File: src/rtl/booth_pkg.sv
// Shared Booth radix-4 action encoding, used by the recoder and the partial-product decoder.
`timescale 1ns/1ps
package booth_pkg;

    // {neg, mag[1:0]}: mag 00 = 0, 01 = x1, 10 = x2
    typedef logic [2:0] booth_act_t;

    localparam booth_act_t ACT_ZERO = 3'b000;
    localparam booth_act_t ACT_P1   = 3'b001;
    localparam booth_act_t ACT_P2   = 3'b010;
    localparam booth_act_t ACT_M1   = 3'b101;
    localparam booth_act_t ACT_M2   = 3'b110;

    typedef enum logic [0:0] {StIdle, StEmit} booth_state_t;

    // Group is {x[2i+1], x[2i], x[2i-1]}
    function automatic booth_act_t booth_recode(input logic [2:0] grp);
        booth_act_t r;
        case (grp)
            3'b001, 3'b010: r = ACT_P1;
            3'b011:         r = ACT_P2;
            3'b100:         r = ACT_M2;
            3'b101, 3'b110: r = ACT_M1;
            default:        r = ACT_ZERO;
        endcase
        return r;
    endfunction

endpackage

File: src/rtl/booth_encoder_stream_recode.sv
// Combinational radix-4 Booth digit recoder: one 3-bit group to one action code.
`timescale 1ns/1ps
module booth_digit_recode
    import booth_pkg::*;
(
    input  logic [2:0] grp,
    output booth_act_t act
);

    assign act = booth_recode(grp);

endmodule

File: src/rtl/booth_encoder_stream.sv
// Streaming radix-4 Booth recoder: one multiplier word in, one action digit out per cycle.
// Optional BOOTH_ZERO_SKIP_EN suppresses zero digits while keeping true weight indices.
`timescale 1ns/1ps
module booth_encoder_stream
    import booth_pkg::*;
#(
    parameter int unsigned WIDTH    = 8,
    parameter int unsigned SIGNED_X = 0,
    localparam int unsigned NDIG    = WIDTH / 2 + 1,
    localparam int unsigned IW      = $clog2(NDIG)
) (
    input  logic             clk,
    input  logic             rst_n,
    input  logic             in_valid,
    output logic             in_ready,
    input  logic [WIDTH-1:0] in_x,
    output logic             act_valid,
    input  logic             act_ready,
    output booth_act_t       act,
    output logic [IW-1:0]    act_idx,
    output logic             act_last
);

    localparam int unsigned SW = WIDTH + 3;

    booth_state_t  state_q, state_d;
    logic [SW-1:0] sr_q, sr_d;
    logic [SW-1:0] ext_x;
    logic [IW-1:0] idx_q, idx_d;
    logic          beat;

    // Two extension bits above the MSB, operand, and the implicit x[-1] = 0
    assign ext_x = {(SIGNED_X != 0) ? {2{in_x[WIDTH-1]}} : 2'b00, in_x, 1'b0};

    booth_digit_recode u_recode (
        .grp (sr_q[2:0]),
        .act (act)
    );

    assign act_valid = (state_q == StEmit);
    assign act_idx   = idx_q;
    assign beat      = act_valid && act_ready;
    assign in_ready  = (state_q == StIdle) || (beat && act_last);

`ifdef BOOTH_ZERO_SKIP_EN
    logic [IW-1:0] ld_off, nx_off;

    // Lowest digit index with a nonzero action; 0 when none
    function automatic logic [IW-1:0] first_nz(input logic [SW-1:0] v);
        logic [IW-1:0] r;
        r = '0;
        for (int j = NDIG - 1; j >= 0; j--) begin
            if (booth_recode(v[2*j +: 3]) != ACT_ZERO) r = IW'(j);
        end
        return r;
    endfunction

    function automatic logic any_nz(input logic [SW-1:0] v);
        logic r;
        r = 1'b0;
        for (int j = 0; j < NDIG; j++) begin
            if (booth_recode(v[2*j +: 3]) != ACT_ZERO) r = 1'b1;
        end
        return r;
    endfunction

    assign ld_off   = first_nz(ext_x);
    assign nx_off   = first_nz(sr_q >> 2);
    assign act_last = act_valid && !any_nz(sr_q >> 2);
`else
    assign act_last = act_valid && (idx_q == IW'(NDIG - 1));
`endif

    always_comb begin
        state_d = state_q;
        sr_d    = sr_q;
        idx_d   = idx_q;
        if (in_valid && in_ready) begin
            state_d = StEmit;
`ifdef BOOTH_ZERO_SKIP_EN
            sr_d    = ext_x >> {ld_off, 1'b0};
            idx_d   = ld_off;
`else
            sr_d    = ext_x;
            idx_d   = '0;
`endif
        end else if (beat) begin
            if (act_last) begin
                state_d = StIdle;
            end else begin
`ifdef BOOTH_ZERO_SKIP_EN
                sr_d  = (sr_q >> 2) >> {nx_off, 1'b0};
                idx_d = idx_q + nx_off + IW'(1);
`else
                sr_d  = sr_q >> 2;
                idx_d = idx_q + IW'(1);
`endif
            end
        end
    end

    always_ff @(posedge clk or negedge rst_n) begin
        if (!rst_n) begin
            state_q <= StIdle;
            sr_q    <= '0;
            idx_q   <= '0;
        end else begin
            state_q <= state_d;
            sr_q    <= sr_d;
            idx_q   <= idx_d;
        end
    end

endmodule

File: config.mk
export PLATFORM = sky130hd
export DESIGN_NAME = booth_encoder_stream
export DESIGN_NICKNAME = d
export VERILOG_FILES = /design/src/rtl/booth_pkg.sv /design/src/rtl/booth_encoder_stream_recode.sv /design/src/rtl/booth_encoder_stream.sv
export SDC_FILE = /design/constraint.sdc
export NUM_CORES = 1
export LEC_CHECK = 0
export CORE_AREA = 2 2 39 41
export CTS_BUF_LIST = sky130_fd_sc_hd__clkbuf_8
export CTS_CLUSTER_SIZE = 12
export DETAILED_ROUTE_END_ITERATION = 12
export DIE_AREA = 0 0 41 43
export DONT_BUFFER_PORTS = 1
export PLACE_DENSITY = 0.65
export REMOVE_ABC_BUFFERS = 1
export SLEW_MARGIN = 20
export SYNTH_ARGS = -nofsm -noshare
export SYNTH_HDL_FRONTEND = slang
export SYNTH_SLANG_ARGS = --single-unit
export TNS_END_PERCENT = 20
File: constraint.sdc
create_clock -name clk -period 1.58 [get_ports clk]
set_input_delay 0.158 -clock clk [delete_from_list [all_inputs] [get_ports clk]]
set_output_delay 0.158 -clock clk [all_outputs]
set_load 0.01 [all_outputs]
==> flow_summary_export.csv, run 1 <==
group,metric,value,unit
run_status,status,"completed",
synthesis,synth_top_cell_by_area,"dfrtp_1",
route,routed_wl,1.30,mm
placement,globalplace.congestion,0.696,
power_and_ir_drop,ir_worst_vdd,0.000683,V
grt,overflow,0,
floorplanning,die_x,41,um
worst_setup_path,path_common_cell,"buf_4",
synthesis,yosys_register_bits,13,
cts,cts_max_path_buffers,2,
synthesis,syn_area_per_cell,11.4,sq um
synthesis,synth_enable_flop_cells,0,
placement,hpwl,942,um
worst_setup_path,critPathMaxStageDelay,340,ps
sta,maxSlewViolCount,0,
finish,fin_area,781,sq um
synthesis,synth_top_area_share,48.5,%
cts,clk_pin_slew,50,ps
sta,holdWs,34.0,ps
synthesis,synth.distinct_cells,22,
synthesis,synth_commonest_cells,"dfrtp_1, a221o_1, nor3b_1",
power_and_ir_drop,p_int,904,uW
power_and_ir_drop,swShare,34.5,%
route,dr.pass1.iters,4,
worst_setup_path,critical_path_class,"reg -> reg",
worst_setup_path,crit_family,"compound AO/OA/AOI/OAI gates",
power_and_ir_drop,pwr-share-clk,20.6,%
floorplanning,io_pins,21,
sta,hold_violations,0,
sta,slew_headroom,62.3,%
sta,fin_skew,0.681,ps
floorplanning,die_h,43,um
floorplanning,core,0.00138,sq mm
synthesis,synth.area.top_cells,"dfrtp_1, a221o_1, nor3b_1",
route,num_vias,501,
route,viasPerCell,5.96,
placement,io_buffers,0,
sta,period_share,93.5,%
finish,layout-drive-gt1-share,23.5,%
worst_setup_path,critPathSlowestCell,"dfrtp_1",
finish,antenna_cells,0,
power_and_ir_drop,finalPower,1380,uW
finish,area_growth,16.4,%
synthesis,syn_inst,59,
sta,setup_violations,0,
cts,root_buffer,"clkbuf_8",
grt,grt_pass1_wl,2.15,mm
worst_setup_path,arrival,1600,ps
worst_setup_path,cp.required,1700,ps
run,max_cap_viol_count,0,
cts,worstSkewPairLatency,240,ps
grt,grt_pass1_vias,482,
sta,min_period,1480,ps
sta,tightest_slew,564,ps
cts,cts-htree-levels,1,
floorplanning,dieArea,0.00176,sq mm
synthesis,synth-async-reset-ratio,100,%
floorplanning,placementRows,14,
grt,grt_max_degree,14,
sta,rsz0062_at_grt,"false",
route,drtIter0Drc,8,
synthesis,ys_warn_count,0,
floorplanning,initial_core_util,48.5,%
route,postRouteAntennaNets,0,
cts,numCtsBuffers,3,
route,drc,0,
synthesis,yosysMostFrequentCell,"dfrtp_1",
cts,cts_tree,"done",
synthesis,seq_area_frac_synth,48.5,%
placement,place_area,716,sq um
finish,final_nets,83,
power_and_ir_drop,power.leakage,0.000375,uW
power_and_ir_drop,seq_power_share,38.9,%
min_path,hold_class,"in -> reg",
synthesis,syn_area,671,sq um
route,wire_per_inst,15.5,um
worst_setup_path,endpoint_kind,"register",
power_and_ir_drop,p_sw,476,uW
grt,antenna_found_initial,0,
worst_setup_path,critPathLaunchType,"register",
sta,clock.fmax,0.677,GHz
worst_setup_path,critPathMaxFanout,8,
power_and_ir_drop,p_per_area,1770,mW/mm^2
worst_setup_path,path_cells,"inv_1 -> ha_2 -> buf_4 -> nand3_1 -> a21boi_2 -> buf_4 -> a221o_1",
worst_setup_path,critPathBufInv,3,
cts,numClockSinks,13,
synthesis,ys.flop_type,"dfrtp_1",
grt,grt_use_total,18.5,%
power_and_ir_drop,combPwrFrac,40.5,%
cell usage in the layout, fill, tap and decap left out, types with 2 or more instances in the layout:
cell type  synthesis  final
clkbuf_8           0      3
nor2_1             2      2
nand2_1            4      4
nand3_1            2      2
o21ai_0            2      2
inv_1              3      4
a22o_1             4      4
nor3b_1            6      6
a21boi_2           2      2
dfrtp_1           13     13
a221o_1            6      6
buf_4              0      7
worst reg2reg max path, stage by stage (launching register included):
cell and delay, ps:
dfrtp_1 340, inv_1 50, ha_2 190, buf_4 150, nand3_1 110, a21boi_2 60, buf_4 160, a221o_1 300
sequential cells by signal, indices dropped and copies added, names as in the netlist:
| name | count |
|---|---|
| act_idx | 3 |
| act_valid | 1 |
| sr_q | 9 |
kinds of logic after synthesis:
logic type / count (synthesis) / share of synthesized area [%]
buffers and inverters: 6 / 5.78
muxes: 2 / 3.17
AOI/OAI and AO/OA: 16 / 21.3
and+or+nand+nor: 19 / 16.2
adders and majority gates: 2 / 3.73
xor gates and xnor gates: 1 / 1.31
DFF: 13 / 48.5
final timing paths:
kind	startpoint	end	cells past startpoint	slack, ps
max	act_idx[0]	sr_q[4]	7	100
min	in_valid	act_valid	1	30
max reg2reg	act_idx[0]	sr_q[4]	7	100
min reg2reg	sr_q[3]	sr_q[3]	1	500
max in group asynchronous	rst_n	sr_q[3]	1	860
min in group asynchronous	rst_n	act_idx[2]	1	350
metrics by stage:
step | util (%) | setup TNS, ps | setup WS (ps) | std cells
2_1_floorplan | - | 0 | 31.9 | 56
3_3_place_gp | 51.7 | -59.7 | -20.0 | 79
3_5_place_dp | 51.7 | -652 | -86.9 | 79
4_1_cts | 56.1 | 0 | 24.7 | 84
5_1_grt | 56.4 | 0 | 25.0 | 84
6_report | 56.4 | 0 | 102 | 84
routing by layer:
layer | wire length, um | part of all wire [%] | up-vias | track usage, %
met1 | 586 | 45 | 239 | 24.2
met2 | 608 | 47 | 20 | 26.3
met4 | 29 | 2.2 | 0 | 10.0
met5 | 0 | 0 | - | 0
met3 | 75 | 5.8 | 4 | 5.76
li1 | - | - | 238 | -
area by class of cell:
cell class | count | area, sq um
multi-input combinational | 40 | 317
tap | 16 | 20.0
sequential | 13 | 325
timing repair buffer | 8 | 62.6
fill | 127 | 603
clock inverter | 1 | 3.75
clock buffer | 3 | 41.3
inverter | 3 | 11.3
repair_timing:
action | 4_1_cts | 5_1_grt
gates resized for setup | 1 | 2
hold buffers | 1 | 0
buffers inserted | 0 | 0
hold endpoints to repair | 13 | 0
endpoints found under the setup margin | 11 | 9
power by group through the flow:
stage	combinational (uW)	sequential (uW)	clock, uW
after floorplan	349	558	0
after CTS	562	538	292
after detailed placement	543	543	0
after global placement	525	539	0
final	559	536	285
after global routing	625	558	314
No activity file was read; power rests on OpenSTA's default activity.
==> run 2, diff against run 1 <==
SLEW_MARGIN = 5   (was 20)
==> results of run 2 <==
Final layout, timing and power as in run 1 (identical DEF).
